$ cat config.mk
export PLATFORM = sky130hd
export DESIGN_NAME = vga_pattern_sched_flat
export DESIGN_NICKNAME = d
export VERILOG_FILES = /design/src/rtl/vga_pattern_sched_if.sv /design/src/rtl/vga_pattern_sched.sv /design/src/flat_wrapper.sv
export SDC_FILE = /design/constraint.sdc
export NUM_CORES = 1
export LEC_CHECK = 0
export CAP_MARGIN = 40
export CORE_AREA = 5 5 93 95
export CTS_CLUSTER_DIAMETER = 150
export DETAILED_ROUTE_END_ITERATION = 7
export DIE_AREA = 0 0 98 100
export PLACE_DENSITY_LB_ADDON = 0.2
export SKIP_CTS_REPAIR_TIMING = 1
export SYNTH_ARGS = -nofsm -noshare
export SYNTH_HDL_FRONTEND = slang
export SYNTH_SLANG_ARGS = --single-unit
export TNS_END_PERCENT = 1
$ cat constraint.sdc
create_clock -name vga_clk -period 3 [get_ports vga_clk]
set_input_delay 0.3 -clock vga_clk [delete_from_list [all_inputs] [get_ports vga_clk]]
set_output_delay 0.3 -clock vga_clk [all_outputs]
set_load 0.02 [all_outputs]
$ cat src/rtl/vga_pattern_sched_if.sv
// Pixel-path bundle between the generator bank / timing stage and the pattern
// scheduler.
//   pic_x, pic_y  : raster coordinates of the current pixel
//   src_data      : RGB565 outputs of all generators, source k at [16k+15:16k]
//   btn_next      : raw, bouncy, asynchronous push-button (active-high)
//   auto_en       : 1 = auto-advance mode, 0 = manual mode
//   pat_sel       : index of the pattern being displayed
//   pic_data      : selected RGB565 pixel (registered)
//   frame_end     : one-cycle pulse after the last active pixel of a frame
//   pat_switch    : one-cycle pulse with frame_end when pat_sel changed
// The master drives coordinates, sources and controls; the slave (scheduler)
// returns the selected pixel and status.
interface vga_pattern_sched_if #(
  parameter int NUM_PAT = 4
);
  logic [9:0]             pic_x;
  logic [9:0]             pic_y;
  logic [16*NUM_PAT-1:0]  src_data;
  logic                   btn_next;
  logic                   auto_en;
  logic [2:0]             pat_sel;
  logic [15:0]            pic_data;
  logic                   frame_end;
  logic                   pat_switch;

  modport master (
    output pic_x, pic_y, src_data, btn_next, auto_en,
    input  pat_sel, pic_data, frame_end, pat_switch
  );

  modport slave (
    input  pic_x, pic_y, src_data, btn_next, auto_en,
    output pat_sel, pic_data, frame_end, pat_switch
  );
endinterface

$ cat src/rtl/vga_pattern_sched.sv
// Frame-synchronous pattern scheduler for the VGA picture path.
// Selects one of NUM_PAT generator outputs onto the pixel bus. Pattern changes
// come from an auto-advance frame timer or a debounced push-button and are
// committed only on the last active pixel of a frame, so the picture never
// tears.
// Ports:
//   vga_clk : pixel clock (only clock)
//   rst_n   : asynchronous active-low reset
//   bus     : slave side of vga_pattern_sched_if (coordinates, sources,
//             button, mode in; pat_sel, pic_data, frame_end, pat_switch out)
module vga_pattern_sched #(
  parameter int         NUM_PAT        = 4,
  parameter logic [9:0] H_VALID        = 10'd640,
  parameter logic [9:0] V_VALID        = 10'd480,
  parameter int         FRAMES_PER_PAT = 60,
  parameter int         DEB_CYCLES     = 250000
) (
  input  logic              vga_clk,
  input  logic              rst_n,
  vga_pattern_sched_if.slave bus
);

  localparam int            DW         = (DEB_CYCLES > 1) ? $clog2(DEB_CYCLES) : 1;
  localparam logic [DW-1:0] DEB_LAST   = DW'(DEB_CYCLES - 1);
  localparam logic [7:0]    FRAME_LAST = 8'(FRAMES_PER_PAT - 1);
  localparam logic [2:0]    PAT_LAST   = 3'(NUM_PAT - 1);

  typedef enum logic {
    MANUAL = 1'b0,
    AUTO   = 1'b1
  } mode_t;

  mode_t          state, state_nxt;

  logic           btn_s1, btn_s2, btn_lvl;
  logic [DW-1:0]  deb_cnt;
  logic           press_pend;
  logic [7:0]     frame_cnt, frame_cnt_nxt;
  logic [2:0]     pat_sel_q, pat_sel_nxt;
  logic [15:0]    pic_data_q;
  logic           frame_end_q, pat_switch_q;

  logic           last_px, deb_hit, press_rise, press_now, expire, advance;

  // Sources padded to 8 entries so the 3-bit pat_sel indexes them exactly.
  logic [15:0]    src_arr [8];

  for (genvar k = 0; k < 8; k++) begin : g_src
    if (k < NUM_PAT) begin : g_on
      assign src_arr[k] = bus.src_data[16*k +: 16];
    end else begin : g_off
      assign src_arr[k] = '0;
    end
  end

  always_ff @(posedge vga_clk or negedge rst_n) begin
    if (!rst_n) begin
      state <= MANUAL;
    end else begin
      state <= state_nxt;
    end
  end

  always_comb begin
    state_nxt = bus.auto_en ? AUTO : MANUAL;

    last_px = (bus.pic_x == H_VALID - 10'd1) && (bus.pic_y == V_VALID - 10'd1);

    deb_hit    = (btn_s2 != btn_lvl) && (deb_cnt == DEB_LAST);
    press_rise = deb_hit && btn_s2;
    // A press accepted on the commit cycle itself still counts for this frame.
    press_now  = press_pend || press_rise;

    expire  = (state == AUTO) && (frame_cnt == FRAME_LAST);
    // Expiry and a pending press share one advance, never two.
    advance = last_px && (press_now || expire);

    pat_sel_nxt = pat_sel_q;
    if (advance) begin
      pat_sel_nxt = (pat_sel_q == PAT_LAST) ? '0 : pat_sel_q + 3'd1;
    end

    frame_cnt_nxt = frame_cnt;
    if ((state_nxt != state) || (state == MANUAL)) begin
      frame_cnt_nxt = '0;
    end else if (last_px) begin
      frame_cnt_nxt = advance ? '0 : frame_cnt + 8'd1;
    end
  end

  always_ff @(posedge vga_clk or negedge rst_n) begin
    if (!rst_n) begin
      btn_s1       <= 1'b0;
      btn_s2       <= 1'b0;
      btn_lvl      <= 1'b0;
      deb_cnt      <= '0;
      press_pend   <= 1'b0;
      frame_cnt    <= '0;
      pat_sel_q    <= '0;
      pic_data_q   <= '0;
      frame_end_q  <= 1'b0;
      pat_switch_q <= 1'b0;
    end else begin
      btn_s1 <= bus.btn_next;
      btn_s2 <= btn_s1;

      if (btn_s2 == btn_lvl) begin
        deb_cnt <= '0;
      end else if (deb_hit) begin
        btn_lvl <= btn_s2;
        deb_cnt <= '0;
      end else begin
        deb_cnt <= deb_cnt + 1'b1;
      end

      // Every commit consumes the pending press, whichever mode is active.
      press_pend   <= last_px ? 1'b0 : press_now;
      frame_cnt    <= frame_cnt_nxt;
      pat_sel_q    <= pat_sel_nxt;
      pic_data_q   <= src_arr[pat_sel_q];
      frame_end_q  <= last_px;
      pat_switch_q <= advance;
    end
  end

  assign bus.pat_sel    = pat_sel_q;
  assign bus.pic_data   = pic_data_q;
  assign bus.frame_end  = frame_end_q;
  assign bus.pat_switch = pat_switch_q;

endmodule
$ cat src/flat_wrapper.sv
// flat-port wrapper written by rule: the top's interface ports become plain ports
module vga_pattern_sched_flat 
#(
  parameter int         NUM_PAT        = 4,
  parameter logic [9:0] H_VALID        = 10'd640,
  parameter logic [9:0] V_VALID        = 10'd480,
  parameter int         FRAMES_PER_PAT = 60,
  parameter int         DEB_CYCLES     = 250000
)
  (vga_clk, rst_n, bus_pic_x, bus_pic_y, bus_src_data, bus_btn_next, bus_auto_en, bus_pat_sel, bus_pic_data, bus_frame_end, bus_pat_switch);
  vga_pattern_sched_if #(.NUM_PAT(NUM_PAT)) bus_i ();
  input  logic vga_clk;
  input  logic rst_n;
  input wire logic [$bits(bus_i.pic_x)-1:0] bus_pic_x;
  input wire logic [$bits(bus_i.pic_y)-1:0] bus_pic_y;
  input wire logic [$bits(bus_i.src_data)-1:0] bus_src_data;
  input wire logic [$bits(bus_i.btn_next)-1:0] bus_btn_next;
  input wire logic [$bits(bus_i.auto_en)-1:0] bus_auto_en;
  output wire logic [$bits(bus_i.pat_sel)-1:0] bus_pat_sel;
  output wire logic [$bits(bus_i.pic_data)-1:0] bus_pic_data;
  output wire logic [$bits(bus_i.frame_end)-1:0] bus_frame_end;
  output wire logic [$bits(bus_i.pat_switch)-1:0] bus_pat_switch;
  assign bus_i.pic_x = bus_pic_x;
  assign bus_i.pic_y = bus_pic_y;
  assign bus_i.src_data = bus_src_data;
  assign bus_i.btn_next = bus_btn_next;
  assign bus_i.auto_en = bus_auto_en;
  assign bus_pat_sel = bus_i.pat_sel;
  assign bus_pic_data = bus_i.pic_data;
  assign bus_frame_end = bus_i.frame_end;
  assign bus_pat_switch = bus_i.pat_switch;
  vga_pattern_sched #(.NUM_PAT(NUM_PAT), .H_VALID(H_VALID), .V_VALID(V_VALID), .FRAMES_PER_PAT(FRAMES_PER_PAT), .DEB_CYCLES(DEB_CYCLES)) u_core (.vga_clk(vga_clk), .rst_n(rst_n), .bus(bus_i));
endmodule
==> results of run 1 <==
## worst max path at each step
stage / start / end / slack, ns / depth (start not counted)
6_report: u_core.deb_cnt[8]$_DFF_PN0_ / u_core.bus.pat_sel[1]$_DFFE_PN0P_ / 0.68 / 5
3_5_place_dp: u_core.deb_cnt[9]$_DFF_PN0_ / u_core.bus.pat_sel[0]$_DFFE_PN0P_ / 0.68 / 5
3_3_place_gp: u_core.deb_cnt[9]$_DFF_PN0_ / u_core.bus.pat_sel[0]$_DFFE_PN0P_ / 0.71 / 5
4_1_cts: u_core.deb_cnt[9]$_DFF_PN0_ / u_core.bus.pat_sel[0]$_DFFE_PN0P_ / 0.67 / 5
5_1_grt: u_core.deb_cnt[8]$_DFF_PN0_ / u_core.bus.pat_sel[0]$_DFFE_PN0P_ / 0.64 / 5
2_1_floorplan: u_core.deb_cnt[9]$_DFF_PN0_ / u_core.bus.pat_sel[0]$_DFFE_PN0P_ / 0.80 / 5
## final cells by class
| type | count | area (µm²) | area share |
|---|---|---|---|
| Clock buffer | 6 | 72.6 | 0.0184 |
| Clock inverter | 2 | 38.8 | 0.00982 |
| Inverter | 3 | 11.3 | 0.00285 |
| Multi-Input combinational cell | 163 | 1280 | 0.324 |
| Sequential cell | 52 | 1300 | 0.330 |
| Tap cell | 102 | 128 | 0.0323 |
| Timing Repair Buffer | 113 | 1120 | 0.283 |
## flip-flops by register name, indices dropped and copies added, names as in the netlist
name,count
u_core.btn_lvl,1
u_core.press_pend,1
u_core.bus.frame_end,1
u_core.btn_s1,1
u_core.deb_cnt,18
u_core.frame_cnt,8
u_core.bus.pat_switch,1
u_core.state,1
u_core.bus.pic_data,16
u_core.btn_s2,1
u_core.bus.pat_sel,3
## power groups by stage
stage | combinational [W] | clock [W] | sequential, W
floorplan | 0.0000283 | 0 | 0.000722
global placement | 0.000156 | 0 | 0.000723
detailed placement | 0.000159 | 0 | 0.000723
CTS | 0.000159 | 0.000499 | 0.000709
global route | 0.000170 | 0.000525 | 0.000710
finish | 0.000157 | 0.000487 | 0.000709
## routing by layer
layer,wire (µm),vias up,GRT usage
met3,586,7,0.0479
met2,2870,87,0.213
li1,-,1040,-
met1,2520,1007,0.146
met5,0,-,0
met4,105,0,0.0522
## metrics by stage
stage          power (W)   util  instance area, µm²
2_1_floorplan   0.000751      -                2630
3_3_place_gp    0.000878  0.500                3830
3_5_place_dp    0.000882  0.500                3830
4_1_cts          0.00137  0.515                3940
5_1_grt          0.00141  0.516                3950
6_report         0.00135  0.516                3950
## cell usage in the layout, fill, tap and decap left out, types with 2 or more instances in the layout
| cell type | count |
|---|---|
| xnor2_1 | 6 |
| nand2_1 | 18 |
| nor2_1 | 25 |
| dfrtp_1 | 52 |
| clkdlybuf4s50_1 | 107 |
| mux2_4 | 2 |
| and2_1 | 16 |
| nor3_1 | 4 |
| mux4_2 | 16 |
| clkbuf_8 | 5 |
| and3_1 | 3 |
| nand4b_1 | 4 |
| ha_1 | 3 |
| a31oi_1 | 6 |
| nand3b_1 | 2 |
| nor4_1 | 3 |
| inv_1 | 2 |
| nand4_1 | 3 |
| buf_4 | 4 |
| or4b_1 | 2 |
| nor2b_1 | 3 |
| nand3_1 | 19 |
| a21oi_1 | 5 |
| xor2_1 | 10 |
## logic make-up after synthesis
| kind of cell | Yosys count | share of synthesized area |
|---|---|---|
| and+or+nand+nor | 109 | 0.225 |
| DFF | 52 | 0.494 |
| muxes | 19 | 0.153 |
| AOI/OAI and AO/OA | 16 | 0.0418 |
| xor gates and xnor gates | 16 | 0.0532 |
| buffers and inverters | 10 | 0.0190 |
| adders and majority gates | 3 | 0.0143 |
## Yosys cell counts (4+ instances only)
master	count	area (µm²)
dfrtp_1	52	1300
nor2_1	25	93.8
nand3_1	19	95.1
nand2_1	18	67.6
and2_1	16	100
mux4_2	16	360
xor2_1	10	87.6
a31oi_1	6	37.5
xnor2_1	6	52.6
a21oi_1	5	25.0
nand4b_1	4	35.0
nor3_1	4	20.0
==> flow_metrics.py, run 1 <==
metrics = {
    "run_status": {
        "status": "finished clean",
    },
    "global_routing": {
        "overflow": 0,
        "grt_pass1_wl_um": 9990,
        "grt_max_degree": 32,
        "grtUsageTotal": 0.127,
        "grt_pass1_vias": 2278,
        "antenna_found_initial": 0,
    },
    "setup_path": {
        "worst_ep_arrival_time_ns": 2.52,
        "crit_fanout": 15,
        "worstPathRequired_ns": 3.20,
        "critPathMaxStageDelay_ns": 0.53,
        "cpLargestDelayFamily": "simple AND/OR/NAND/NOR gates",
        "worst-path-buf-inv": 0,
        "cp_slowest_cell": "or4b_1",
        "rr_worst_depth": 5,
        "startpoint_type": "flip-flop",
        "r2r-start": "u_core.deb_cnt[8]$_DFF_PN0_",
        "cpMostUsedCell": "or4b_1",
        "end_kind": "flip-flop",
        "ff2ff_setup_slack_ns": 0.68,
        "path_cells": "or4b_1, or4b_1, o21a_4, nor2_8, mux2_4",
        "critical_path_class": "reg -> reg",
        "r2r-end": "u_core.bus.pat_sel[1]$_DFFE_PN0P_",
    },
    "sta": {
        "skew_ns": 0.00704,
        "finalCritPeriodShare": 0.774,
        "setup_tns_ns": 0,
        "hold_violations": 0,
        "rsz0062_at_grt": "false",
        "setup_viol": 0,
        "min_period_ns": 2.32,
        "drv_slew": 0,
        "max_slew.worst_pin.slew_ns": 0.795,
        "max_slew_margin": 0.465,
        "fin_ws_ns": 0.678,
        "holdWs_ns": 0.358,
        "clock.fmax_mhz": 431,
    },
    "drt": {
        "via_count": 2141,
        "via_per_inst": 4.85,
        "drc": 0,
        "first_pass_iters": 4,
        "drtAntennaViolNets": 0,
        "wl_per_cell_um": 13.8,
        "routed_wl_um": 6080,
        "initialDrtViolationCount": 72,
    },
    "pwr": {
        "p_switching_w": 0.000276,
        "power.density_mw_per_mm2": 342,
        "sw_frac_of_total": 0.204,
        "p_leak_nw": 1.57,
        "ir_worst_vdd_v": 0.000185,
        "pwr-share-comb": 0.116,
        "p_clk_frac": 0.360,
        "pwr-share-seq": 0.524,
        "power.internal_w": 0.00108,
    },
    "synthesis": {
        "syn-num-nets": 316,
        "synthArstFlopShare": 1.00,
        "synth_cell_types": 39,
        "yosysSeqAreaShare": 0.494,
        "synth-edff-count": 0,
        "ys_ff_latch": 52,
        "synth_ff_type": "dfrtp_1",
        "syn_area_mm2": 0.00263,
        "syn_avg_cell_area_um2": 11.7,
        "ys_warn_count": 0,
        "synth_cells": 225,
    },
    "final_layout": {
        "n_antenna_cell": 0,
        "fin_cells": 441,
        "fin_nets": 429,
        "drive_gt1_frac": 0.106,
        "fillCellCount": 667,
        "syn2layout_area_growth_pct": 50.0,
    },
    "die": {
        "die_x_um": 98,
        "initial_core_util": 0.344,
        "row_count": 32,
        "die_h_um": 100,
        "dieArea_mm2": 0.00980,
        "boundaryPins": 109,
        "core_area_mm2": 0.00765,
    },
    "place": {
        "preCtsSetupSlack_ns": 0.682,
        "portBuffers": 108,
        "dp_hpwl_um": 4650,
        "place.gp.congestion": 0.741,
        "dp_cells": 432,
    },
    "clock_network": {
        "clockBufferDepth": 2,
        "clkTransAtPathRegs_ns": 0.09,
        "cts_buffers": 5,
        "worstSkewPairLatency_ns": 0.31,
        "cts_tree": "yes",
        "clock-root-buffer": "clkbuf_8",
        "cts.sinks": 52,
        "htreeDepth": 2,
    },
    "hold_path": {
        "holdPathStages": 0,
        "hold_path.class": "reg -> reg",
        "holdPathEnd": "u_core.btn_s2$_DFF_PN0_",
        "hold_start": "u_core.btn_s1$_DFF_PN0_",
    },
    "run": {
        "cap_violations": 0,
    },
}
Power figures use the tool's default switching activity.
==> run 2: changes to the inputs <==
==> constraint.sdc (replaced) <==
create_clock -name vga_clk -period 2.2 [get_ports vga_clk]
set_input_delay 0.22 -clock vga_clk [delete_from_list [all_inputs] [get_ports vga_clk]]
set_output_delay 0.22 -clock vga_clk [all_outputs]
set_load 0.02 [all_outputs]
==> run 2 against run 1 <==
Effect of this change: fmax up 4.2%; wire length rose by 3.4%; non-clock buffer count is 10 higher; largest cell class unchanged; power up 36%; utilization rose by 1.7 points; register-to-register slack got worse by 0.71 ns; clock skew fell by 0.0018 ns; critical path depth unchanged; sequential share of layout area decreased by 1.0 points; highest routed layer unchanged; the flow now finishes with violations (negative setup slack).
==> flow_metrics.py, run 2 (same netlist as run 1, synthesis figures left out) <==
metrics = {
    "drt": {
        "via_count": 2191,
        "routed_wl_um": 6290,
        "wl_per_cell_um": 13.9,
        "initialDrtViolationCount": 64,
        "drc": 0,
        "first_pass_iters": 4,
        "drtAntennaViolNets": 0,
        "via_per_inst": 4.86,
    },
    "final_layout": {
        "n_antenna_cell": 0,
        "final_core_util": 0.533,
        "fin_area_mm2": 0.00408,
        "fin_cells": 451,
        "layout_common_cells": "107 x clkdlybuf4s50_1, 52 x dfrtp_1, 25 x nor2_1, 19 x nand3_1, 18 x nand2_1",
        "fillCellCount": 677,
        "largest_register_ffs": 18,
        "final_common_cell": "clkdlybuf4s50_1",
        "top_register": "u_core.deb_cnt",
        "syn2layout_area_growth_pct": 54.8,
        "fin_nets": 439,
        "drive_gt1_frac": 0.140,
    },
    "sta": {
        "fin_ws_ns": -0.0295,
        "finalCritPeriodShare": 1.01,
        "min_period_ns": 2.23,
        "clock.fmax_mhz": 449,
        "max_slew.worst_pin.slew_ns": 0.540,
        "max_slew_margin": 0.640,
        "skew_ns": 0.00525,
        "setup_viol": 2,
        "rsz0062_at_grt": "true",
        "drv_slew": 0,
        "hold_violations": 0,
    },
    "setup_path": {
        "worstPathRequired_ns": 2.40,
        "critical_path_class": "reg -> reg",
        "worst_ep_arrival_time_ns": 2.43,
        "critPathMaxStageDelay_ns": 0.54,
        "rr_worst_depth": 5,
        "r2r-start": "u_core.deb_cnt[9]$_DFF_PN0_",
        "crit_fanout": 3,
        "end_kind": "flip-flop",
        "cp_slowest_cell": "or4b_4",
        "cpMostUsedCell": "or4b_4",
        "path_cells": "or4b_4, or4b_4, o21a_4, nor2_8, mux2_4",
        "cp-startpoint": "u_core.deb_cnt[9]$_DFF_PN0_",
        "startpoint_type": "flip-flop",
    },
    "die": {
        "die_x_um": 98,
        "row_count": 32,
        "dieArea_mm2": 0.00980,
        "core_area_mm2": 0.00765,
        "die_h_um": 100,
        "boundaryPins": 109,
        "initial_core_util": 0.344,
    },
    "clock_network": {
        "clkTransAtPathRegs_ns": 0.09,
        "clockBufferDepth": 2,
        "worstSkewPairLatency_ns": 0.31,
        "cts_buffers": 5,
        "htreeDepth": 2,
        "cts_tree": "yes",
        "clock-root-buffer": "clkbuf_8",
        "cts.sinks": 52,
    },
    "global_routing": {
        "grt_max_degree": 24,
        "grtUsageTotal": 0.131,
        "grt_pass1_vias": 2285,
        "overflow": 0,
        "grt_pass1_wl_um": 10500,
        "antenna_found_initial": 0,
    },
    "place": {
        "place.gp.congestion": 0.778,
        "portBuffers": 108,
        "dp_hpwl_um": 4940,
        "dp_cells": 442,
        "dpl_cell_area_mm2": 0.00394,
    },
    "pwr": {
        "p_leak_nw": 1.63,
        "ir_worst_vdd_v": 0.000268,
        "power.density_mw_per_mm2": 451,
    },
    "run": {
        "cap_violations": 0,
    },
    "hold_path": {
        "hold_path.class": "in -> reg",
        "holdPathStages": 1,
        "hold_start": "bus_btn_next",
    },
    "run_status": {
        "violations": "negative setup slack",
        "status": "finished with violations",
    },
}
## run 2: cell type report
cell class | instances | area (µm²) | area share
clock buffer | 6 | 72.6 | 0.0178
sequential | 52 | 1300 | 0.319
timing repair buffer | 123 | 1230 | 0.301
multi-input combinational | 163 | 1300 | 0.318
inverter | 3 | 11.3 | 0.00276
tap | 102 | 128 | 0.0313
clock inverter | 2 | 38.8 | 0.00952
## run 2: layer usage
metal  vias to the layer above  wire length [µm]  GRT usage
li1                       1060                 -          -
met1                      1035              2650      0.160
met2                        87              2950      0.212
met3                         9               588     0.0563
met4                         0               102     0.0373
met5                         -                 0          0
## run 2: path summary, 6_finish.rpt
check	to	slack (ns)
worst min register to register	u_core.btn_s2$_DFF_PN0_	0.36
min in group asynchronous	u_core.frame_cnt[7]$_DFFE_PN0P_	0.41
worst max-delay path	u_core.bus.pat_sel[1]$_DFFE_PN0P_	-0.03
worst min-delay path	u_core.btn_s1$_DFF_PN0_	0.34
max in group asynchronous	u_core.bus.pic_data[6]$_DFF_PN0_	1.18
worst max register to register	u_core.bus.pat_sel[1]$_DFFE_PN0P_	-0.03
## run 2: through the flow
stage               worst slack, ns  total power, W  TNS [ns]  hold slack, ns
floorplan                   0.00436         0.00102         0         -0.0756
global placement             0.0210         0.00120         0           0.228
detailed placement         -0.00239         0.00120  -0.00474           0.233
CTS                        -0.00958         0.00187   -0.0187          -0.112
global route                -0.0841         0.00192    -0.292           0.335
finish                      -0.0295         0.00184   -0.0528           0.339
## run 2: power breakdown
part / internal (W) / total [W] / leakage (nW) / switching, W
clock network: 0.000344 / 0.000656 / 0.0558 / 0.000313
registers: 0.000962 / 0.000967 / 0.707 / 0.00000499
logic: 0.000163 / 0.000217 / 0.869 / 0.0000533
total: 0.00147 / 0.00184 / 1.63 / 0.000371
## run 2: critical path: cells and delay by family, from the launching register on
family,cells,cell delay [ns]
muxes,1,0.30
AOI/OAI and AO/OA,1,0.26
and+or+nand+nor,3,1.17
DFF,1,0.39
==> run 3: changes to the inputs <==
==> constraint.sdc (replaced) <==
create_clock -name vga_clk -period 2.45 [get_ports vga_clk]
set_input_delay 0.245 -clock vga_clk [delete_from_list [all_inputs] [get_ports vga_clk]]
set_output_delay 0.245 -clock vga_clk [all_outputs]
set_load 0.02 [all_outputs]
==> run 3 against run 2 <==
Effect of this change: the run now ends clean; wire length up 0.60%; largest power group unchanged; critical path type unchanged; critical path depth unchanged; clock power down 3%; first-iteration DRC count down 14%; power down 7.7%; setup slack better by 0.17 ns.
==> flow_metrics.py, run 3 (same netlist as run 1, synthesis figures left out) <==
metrics = {
    "run_status": {
        "status": "finished clean",
    },
    "drt": {
        "drc": 0,
        "wl_per_cell_um": 14.3,
        "via_per_inst": 4.83,
        "first_pass_iters": 4,
        "drtAntennaViolNets": 0,
        "routed_wl_um": 6330,
        "initialDrtViolationCount": 55,
        "via_count": 2140,
    },
    "place": {
        "dpl_cell_area_mm2": 0.00385,
        "place.gp.congestion": 0.734,
        "dp_cells": 435,
        "dp_hpwl_um": 4900,
        "preCtsSetupSlack_ns": 0.142,
        "portBuffers": 108,
    },
    "sta": {
        "skew_ns": 0.00916,
        "rsz0062_at_grt": "false",
        "setup_tns_ns": 0,
        "clock.fmax_mhz": 433,
        "drv_slew": 0,
        "finalCritPeriodShare": 0.943,
        "hold_violations": 0,
        "min_period_ns": 2.31,
        "fin_ws_ns": 0.140,
        "max_slew_margin": 0.565,
        "setup_viol": 0,
        "max_slew.worst_pin.slew_ns": 0.652,
    },
    "setup_path": {
        "crit_fanout": 15,
        "critical_path_class": "reg -> reg",
        "startpoint_type": "flip-flop",
        "end_kind": "flip-flop",
        "worstPathRequired_ns": 2.65,
        "worst_ep_arrival_time_ns": 2.51,
    },
    "pwr": {
        "power.density_mw_per_mm2": 427,
        "power_w": 0.00170,
        "p_leak_nw": 1.59,
        "ir_worst_vdd_v": 0.000215,
    },
    "final_layout": {
        "final_common_cell": "clkdlybuf4s50_1",
        "fin_cells": 443,
        "n_antenna_cell": 0,
        "largest_register_ffs": 18,
        "drive_gt1_frac": 0.117,
        "multiInputGateArea_mm2": 0.00128,
        "fin_area_mm2": 0.00398,
        "layout_common_cells": "107 x clkdlybuf4s50_1, 52 x dfrtp_1, 25 x nor2_1, 19 x nand3_1, 18 x nand2_1",
        "fin_nets": 431,
        "ff_latch_area_mm2": 0.00130,
        "top_register": "u_core.deb_cnt",
        "fillCellCount": 653,
        "syn2layout_area_growth_pct": 51.0,
    },
    "die": {
        "boundaryPins": 109,
        "die_x_um": 98,
        "core_area_mm2": 0.00765,
        "row_count": 32,
        "initial_core_util": 0.344,
        "die_h_um": 100,
        "dieArea_mm2": 0.00980,
    },
    "global_routing": {
        "grt_max_degree": 53,
        "overflow": 0,
        "grt_pass1_wl_um": 10600,
        "antenna_found_initial": 0,
        "grt_pass1_vias": 2285,
        "grtUsageTotal": 0.132,
    },
    "clock_network": {
        "cts_buffers": 5,
        "clkTransAtPathRegs_ns": 0.10,
        "cts_tree": "yes",
        "worstSkewPairLatency_ns": 0.30,
        "cts.sinks": 52,
        "clock-root-buffer": "clkbuf_8",
        "htreeDepth": 2,
        "clockBufferDepth": 2,
    },
    "hold_path": {
        "hold_path.class": "in -> async",
    },
    "run": {
        "cap_violations": 0,
    },
}
==> run 3: worst paths after layout <==
path / startpoint / to / slack [ns] / cells past startpoint
setup / recovery: u_core.deb_cnt[9]$_DFF_PN0_ / u_core.bus.pat_sel[1]$_DFFE_PN0P_ / 0.14 / 5
hold / removal: rst_n / u_core.state$_DFF_PN0_ / 0.04 / 2
setup reg to reg: u_core.deb_cnt[9]$_DFF_PN0_ / u_core.bus.pat_sel[1]$_DFFE_PN0P_ / 0.14 / 5
hold reg to reg: u_core.btn_s1$_DFF_PN0_ / u_core.btn_s2$_DFF_PN0_ / 0.36 / 0
max in group asynchronous: rst_n / u_core.deb_cnt[15]$_DFF_PN0_ / 1.96 / 2
min in group vga_clk: u_core.btn_s1$_DFF_PN0_ / u_core.btn_s2$_DFF_PN0_ / 0.36 / 0
==> run 3: per-layer routing <==
layer | routed length (µm) | part of all wire | global-route usage
met2 | 3110 | 0.49 | 0.233
met3 | 496 | 0.078 | 0.0507
met1 | 2650 | 0.42 | 0.152
met5 | 0 | 0 | 0
met4 | 70 | 0.011 | 0.0319
==> run 3: layout make-up <==
type                       instances  area share
sequential                        52       0.327
multi-input combinational        163       0.322
timing repair buffer             115       0.284
tap                              102      0.0321
clock buffer                       7      0.0242
clock inverter                     1     0.00755
inverter                           3     0.00283
==> run 3: metrics by stage <==
step                hold slack (ns)   util
floorplan                   -0.0506      -
global placement              0.333  0.503
detailed placement            0.337  0.503
CTS                          0.0761  0.520
global route                  0.106  0.520
finish                       0.0417  0.520
==> run 3: worst max-delay path: stages, from the launching register on <==
cell and delay (ns):
dfrtp_1 0.42, or4b_1 0.54, or4b_1 0.53, o21a_4 0.29, nor2_8 0.13, mux2_4 0.30
==> run 3: where the power goes <==
group          internal [W]  switching [W]
clock network      0.000361       0.000277
logic              0.000145      0.0000475
registers          0.000864     0.00000508
